**src/rtl/inst_encode_loader.sv**
```systemverilog
// Packs field-level RV32I instruction requests into 32-bit words and writes them
// sequentially into instruction memory. Optional immediate range checking: ENC_RANGE_CHECK_EN.
`ifndef _INST_WIDTH_
`define _INST_WIDTH_ 32
`endif

module inst_encode_loader #(
    parameter int unsigned INST_WIDTH = `_INST_WIDTH_,
    parameter int unsigned ADDR_WIDTH = 10
) (
    input  logic                  i_Clk,
    input  logic                  i_Rst_n,
    input  logic                  i_Clear,
    input  logic                  i_Valid,
    output logic                  o_Ready,
    input  logic [2:0]            i_Fmt,
    input  logic [6:0]            i_Opcode,
    input  logic [4:0]            i_Rd,
    input  logic [4:0]            i_Rs1,
    input  logic [4:0]            i_Rs2,
    input  logic [2:0]            i_Func3,
    input  logic [6:0]            i_Func7,
    input  logic [31:0]           i_Imm,
    output logic                  o_MemWrEn,
    output logic [ADDR_WIDTH-1:0] o_MemAddr,
    output logic [INST_WIDTH-1:0] o_MemWrData,
    input  logic                  i_MemWrReady,
    output logic [ADDR_WIDTH:0]   o_Count,
    output logic                  o_Full,
    output logic                  o_Err
);

    localparam int unsigned CW  = ADDR_WIDTH + 1;
    localparam int unsigned CAP = 1 << ADDR_WIDTH;

    localparam logic [2:0] FMT_R = 3'd0;
    localparam logic [2:0] FMT_I = 3'd1;
    localparam logic [2:0] FMT_S = 3'd2;
    localparam logic [2:0] FMT_B = 3'd3;
    localparam logic [2:0] FMT_U = 3'd4;
    localparam logic [2:0] FMT_J = 3'd5;

    typedef enum logic [1:0] {
        S_IDLE  = 2'd0,
        S_WRITE = 2'd1,
        S_FULL  = 2'd2
    } state_t;

    state_t                r_state;
    state_t                w_state_nxt;

    logic                  r_ready;
    logic                  r_wren;
    logic [ADDR_WIDTH-1:0] r_addr;
    logic [INST_WIDTH-1:0] r_data;
    logic [CW-1:0]         r_count;
    logic                  r_full;
    logic                  r_err;

    logic                  w_ready_nxt;
    logic                  w_wren_nxt;
    logic [ADDR_WIDTH-1:0] w_addr_nxt;
    logic [INST_WIDTH-1:0] w_data_nxt;
    logic [CW-1:0]         w_count_nxt;
    logic                  w_full_nxt;
    logic                  w_err_nxt;

    logic                  w_accept;
    logic                  w_legal;
    logic [31:0]           w_enc;
    logic [CW-1:0]         w_count_inc;

    assign w_accept    = i_Valid & r_ready;
    assign w_count_inc = r_count + CW'(1);

    // Field packing for each instruction format
    always_comb begin
        w_enc = 32'h0;
        case (i_Fmt)
            FMT_R: w_enc = {i_Func7, i_Rs2, i_Rs1, i_Func3, i_Rd, i_Opcode};
            FMT_I: w_enc = {i_Imm[11:0], i_Rs1, i_Func3, i_Rd, i_Opcode};
            FMT_S: w_enc = {i_Imm[11:5], i_Rs2, i_Rs1, i_Func3, i_Imm[4:0], i_Opcode};
            FMT_B: w_enc = {i_Imm[12], i_Imm[10:5], i_Rs2, i_Rs1, i_Func3,
                            i_Imm[4:1], i_Imm[11], i_Opcode};
            FMT_U: w_enc = {i_Imm[31:12], i_Rd, i_Opcode};
            FMT_J: w_enc = {i_Imm[20], i_Imm[10:1], i_Imm[11], i_Imm[19:12], i_Rd, i_Opcode};
            default: w_enc = 32'h0;
        endcase
    end

    // Request legality: format code, branch/jump alignment, optional immediate range
    always_comb begin
        w_legal = 1'b1;
        if (i_Fmt > FMT_J) begin
            w_legal = 1'b0;
        end
        if ((i_Fmt == FMT_B || i_Fmt == FMT_J) && i_Imm[0]) begin
            w_legal = 1'b0;
        end
`ifdef ENC_RANGE_CHECK_EN
        case (i_Fmt)
            FMT_I, FMT_S: if (!((&i_Imm[31:11]) || !(|i_Imm[31:11]))) w_legal = 1'b0;
            FMT_B:        if (!((&i_Imm[31:12]) || !(|i_Imm[31:12]))) w_legal = 1'b0;
            FMT_J:        if (!((&i_Imm[31:20]) || !(|i_Imm[31:20]))) w_legal = 1'b0;
            FMT_U:        if (|i_Imm[11:0]) w_legal = 1'b0;
            default:      ;
        endcase
`endif
    end

    // State register plus registered outputs
    always_ff @(posedge i_Clk or negedge i_Rst_n) begin
        if (!i_Rst_n) begin
            r_state <= S_IDLE;
            r_ready <= 1'b0;
            r_wren  <= 1'b0;
            r_addr  <= '0;
            r_data  <= '0;
            r_count <= '0;
            r_full  <= 1'b0;
            r_err   <= 1'b0;
        end else begin
            r_state <= w_state_nxt;
            r_ready <= w_ready_nxt;
            r_wren  <= w_wren_nxt;
            r_addr  <= w_addr_nxt;
            r_data  <= w_data_nxt;
            r_count <= w_count_nxt;
            r_full  <= w_full_nxt;
            r_err   <= w_err_nxt;
        end
    end

    // Next-state logic; clear overrides every transition
    always_comb begin
        w_state_nxt = r_state;
        if (i_Clear) begin
            w_state_nxt = S_IDLE;
        end else begin
            case (r_state)
                S_IDLE: begin
                    if (w_accept && w_legal) begin
                        w_state_nxt = S_WRITE;
                    end
                end
                S_WRITE: begin
                    if (i_MemWrReady) begin
                        w_state_nxt = (w_count_inc == CW'(CAP)) ? S_FULL : S_IDLE;
                    end
                end
                S_FULL:  w_state_nxt = S_FULL;
                default: w_state_nxt = S_IDLE;
            endcase
        end
    end

    // Output next-values; handshake flags follow the upcoming state
    always_comb begin
        w_ready_nxt = (w_state_nxt == S_IDLE);
        w_wren_nxt  = (w_state_nxt == S_WRITE);
        w_full_nxt  = (w_state_nxt == S_FULL);
        w_addr_nxt  = r_addr;
        w_data_nxt  = r_data;
        w_count_nxt = r_count;
        w_err_nxt   = 1'b0;
        if (i_Clear) begin
            w_addr_nxt  = '0;
            w_count_nxt = '0;
        end else begin
            case (r_state)
                S_IDLE: begin
                    if (w_accept) begin
                        if (w_legal) begin
                            w_data_nxt = INST_WIDTH'(w_enc);
                        end else begin
                            w_err_nxt = 1'b1;
                        end
                    end
                end
                S_WRITE: begin
                    if (i_MemWrReady) begin
                        w_addr_nxt  = r_addr + ADDR_WIDTH'(1);
                        w_count_nxt = w_count_inc;
                    end
                end
                default: ;
            endcase
        end
    end

    assign o_Ready     = r_ready;
    assign o_MemWrEn   = r_wren;
    assign o_MemAddr   = r_addr;
    assign o_MemWrData = r_data;
    assign o_Count     = r_count;
    assign o_Full      = r_full;
    assign o_Err       = r_err;

endmodule

```
**config.mk**
```make
export PLATFORM = sky130hd
export DESIGN_NAME = inst_encode_loader
export DESIGN_NICKNAME = d
export VERILOG_FILES = /design/src/rtl/inst_encode_loader.sv
export SDC_FILE = /design/constraint.sdc
export NUM_CORES = 1
export LEC_CHECK = 0
export CAP_MARGIN = 20
export CORE_MARGIN = 2
export CORE_UTILIZATION = 43
export DETAILED_ROUTE_END_ITERATION = 10
export PLACE_DENSITY = 0.81
export SYNTH_ARGS = -nofsm -noshare
export SYNTH_HDL_FRONTEND = slang
export SYNTH_SLANG_ARGS = --single-unit
```
**constraint.sdc**
```tcl
create_clock -name i_Clk -period 2.2 [get_ports i_Clk]
set_input_delay 0.44 -clock i_Clk [delete_from_list [all_inputs] [get_ports i_Clk]]
set_output_delay 0.44 -clock i_Clk [all_outputs]
set_load 0.02 [all_outputs]
```
==> impl_results.md <==
* Leading area contributor after synthesis: dfrtp_1
* CTS tree: done
* Crit path arrival time at between 1.5 and 2 ns
* Row count at 30
* Multi-input logic area at ~1500 um^2
* Setup ws final at between 0.2 and 0.25 ns
* Count leader, synth: dfrtp_1
* Cell family with most CP delay: buffers and inverters
* Worst Path Buf+Inv at 1
* Mapped Nets at ~390
* Top Layer Used: met4
* Unrepaired setup endpoints after global routing: no
* Die Height at 88.7 um
* Top_reg_cell synth: dfrtp_1
* Ys async rst share at 1.00
* WL/cell at 15.8 um
* Synthesized instance count at a little over 300
* Via count at 2,905
* HP Class: in -> async
* Post-route cell area at around 4700 um^2
* Rel. slew slack at 0.527
* CP peak stage delay at 0.67 ns
* Ys Warns at 0
* Hold Buf Count CTS at 0
* CORE AREA at 6870 um^2
* Maximum number of pins on one net before global-route repair at 44
* Max Slew Vio Count at 0
* Cell area after synthesis at between 3000 and 4000 um^2
* DRT iter0 DRCs at 134
* Least-Margin Pin Slew at approximately 0.71 ns
* TritonCTS Sinks at between 50 and 60
* Period utilisation layout at 0.894
* Worst Skew at ~0.011 ns
* Crit Path Max Fanout at 10
* Postcts setup bufs at 0
* Layout area overhead at 53.1%
* Remaining DRCs at 0
* Storage cell area at about 1500 um^2
* DP HPWL at 6450 um
* Syn avg cell area at about 10 um^2
* Distinct cells, synth at 40
* Net Switching at 0.000963 W
* Share of the synthesized area in the top cell type at 0.478
* Synth cell count leaders: 59 x dfrtp_1, 32 x nor2_1, 29 x nand2_1
* Switching Fraction at 0.292
* Final antenna diode count at 0
* IO Port Bufs at around 130
* Core Util, Final at 0.688
* IO Pins at roughly 130
* Outcome: completed
* Maximum clock frequency at about 500 MHz
* Die ar. at a little under 8000 um^2
* Max cap viols at 0
* TritonCTS Buffers at 9
* Drt pass-1 iters at 5
* Crit path cell chain: clkdlybuf4s50_1
* # resized after CTS at 0
* Setup CP Type: reg -> out
* Comb power frac at 0.301
* First-pass GRT wire length at around 13,000 um
* NumNets Final at between 500 and 600
* Worst setup SP type: flip-flop
* FF+latch count, synth at just under 60
* Initial antenna violation count at 0
* Layout cells sized above 1 at 0.108
* DR WL met2 at between 4000 and 5000 um
* P_leak at slightly above 2 nW
* Required @ worst endpoint at roughly 1.8 ns
* Seq pwr share at 0.401
* CTS H-Tree Depth at 3
* Hold Vio Cnt, Final at 0
* Number of flops mapped to enable cells by yosys at 0
* Pint at 0.00234 W
* Dpl cell area at ~4500 um^2
* Clock-pin transition on the worst setup and hold timing paths at ~0.060 ns
* Metal1 wirelength at about 3500 um
* GRT overflow at 0
* Die X at around 89 um
* Clock latency on the worst-skew pair at between 0.3 and 0.4 ns
* Sequential share of the synthesized area at 0.478
* Initial core utilization at 0.449
* Slowest cell on the critical path: clkdlybuf4s50_1
* Endpoints failing setup at 0
* Placer Congestion at roughly 0.83
* Clock power share at 0.298
* Vias in the first global route at 2,819
* Average vias per placed instance at around 5.3
* Clock Tree Buf Depth at 2
* Routed length on met3 at 778 um
* GRT Overall Usage at 0.218
* Worst IR Drop VDD at 429 uV
* Fill count at between 500 and 600
* PnR Total Power at 0.00330 W
* Min Tclk post-route at 1.97 ns
* Post-DRT Antenna Nets at 0
* Final wirelength at 8700 um
* Place WS at -0.0452 ns
* Root buf cell: clkbuf_8
* Area contributors post-synth: dfrtp_1 48%, a22oi_1 5.4%, xor2_1 4.8%
* Critical Path End Type: output port
* Power density over the cells at 699 nW/um^2
## cells in the final DEF (no fill, tap or decap), drive strengths merged, types with 2 or more instances in the layout
cell,synthesis,final
xor2,17,17
o22a,6,6
o21ai,23,23
a21o,2,2
and4,3,3
nor2,32,32
and3,2,2
nor2b,2,2
a21oi,18,18
nand2,29,29
buf,9,21
ha,3,3
nor4,2,2
mux2,11,11
or3,4,4
nor3,2,2
nand4,9,9
mux2i,5,5
xnor2,5,5
dfrtp,59,59
clkbuf,10,13
a22oi,22,22
inv,9,9
a221oi,7,7
a211oi,2,2
nand2b,3,3
nand3,9,9
clkdlybuf4s50,0,127
## path summary, 6_finish.rpt
path,start,end,slack (ns),cells past startpoint
max,o_Count[6]$_DFFE_PN0P_,o_Count[6],0.23,1
min,i_Rst_n,o_MemWrData[3]$_DFFE_PN0P_,0.18,2
max reg2reg,r_state[0]$_DFF_PN0_,o_MemWrData[14]$_DFFE_PN0P_,0.42,4
min reg2reg,o_MemWrData[29]$_DFFE_PN0P_,o_MemWrData[29]$_DFFE_PN0P_,0.49,2
max in group asynchronous,i_Rst_n,o_MemWrData[29]$_DFFE_PN0P_,1.36,3
min in group i_Clk,o_MemWrData[29]$_DFFE_PN0P_,o_MemWrData[29]$_DFFE_PN0P_,0.49,2
## state kept, by name, indices dropped and copies added, names as in the netlist
register and cells:
o_MemWrEn 1, o_MemWrData 32, o_Err 1, r_state 2
o_Count 11, o_MemAddr 10, o_Full 1, o_Ready 1
## cells by family after synthesis
kind of cell    count (synthesis)  synth area share
simple gates                  101             0.163
xor+xnor                       22            0.0624
flops                          59             0.478
buf+inv                        28            0.0478
compound gates                 80             0.167
mux                            16            0.0661
fa+ha+maj                       4            0.0154
## area by class of cell
| class | count | share of cell area |
|---|---|---|
| multi-input cells | 223 | 0.310 |
| clock buffers | 13 | 0.0336 |
| inverters | 9 | 0.00715 |
| well taps | 96 | 0.0254 |
| flip-flops and latches | 59 | 0.312 |
| clock inverters | 2 | 0.00741 |
| repair buffers | 148 | 0.304 |
## metrics by stage
stage,cells,setup TNS [ns],hold slack (ns)
3_5_place_dp,535,-0.189,0.475
3_3_place_gp,535,-0.0604,0.466
6_report,550,0,0.179
4_1_cts,550,0,0.199
2_1_floorplan,310,0,0.144
5_1_grt,550,0,0.216
## per-layer routing
metal | vias up | GRT usage
met4 | 0 | 0.0840
met5 | - | 0
met1 | 1380 | 0.266
met2 | 125 | 0.363
met3 | 14 | 0.0625
li1 | 1386 | -
## power by group through the flow
stage | sequential [W] | combinational (W) | clock [W]
after detailed placement | 0.00134 | 0.00100 | 0
final | 0.00132 | 0.000994 | 0.000986
after floorplan | 0.00152 | 0.000261 | 0
after CTS | 0.00132 | 0.00100 | 0.00100
after global placement | 0.00133 | 0.000983 | 0
after global routing | 0.00134 | 0.00106 | 0.00105
No activity file was read; power rests on OpenSTA's default activity.
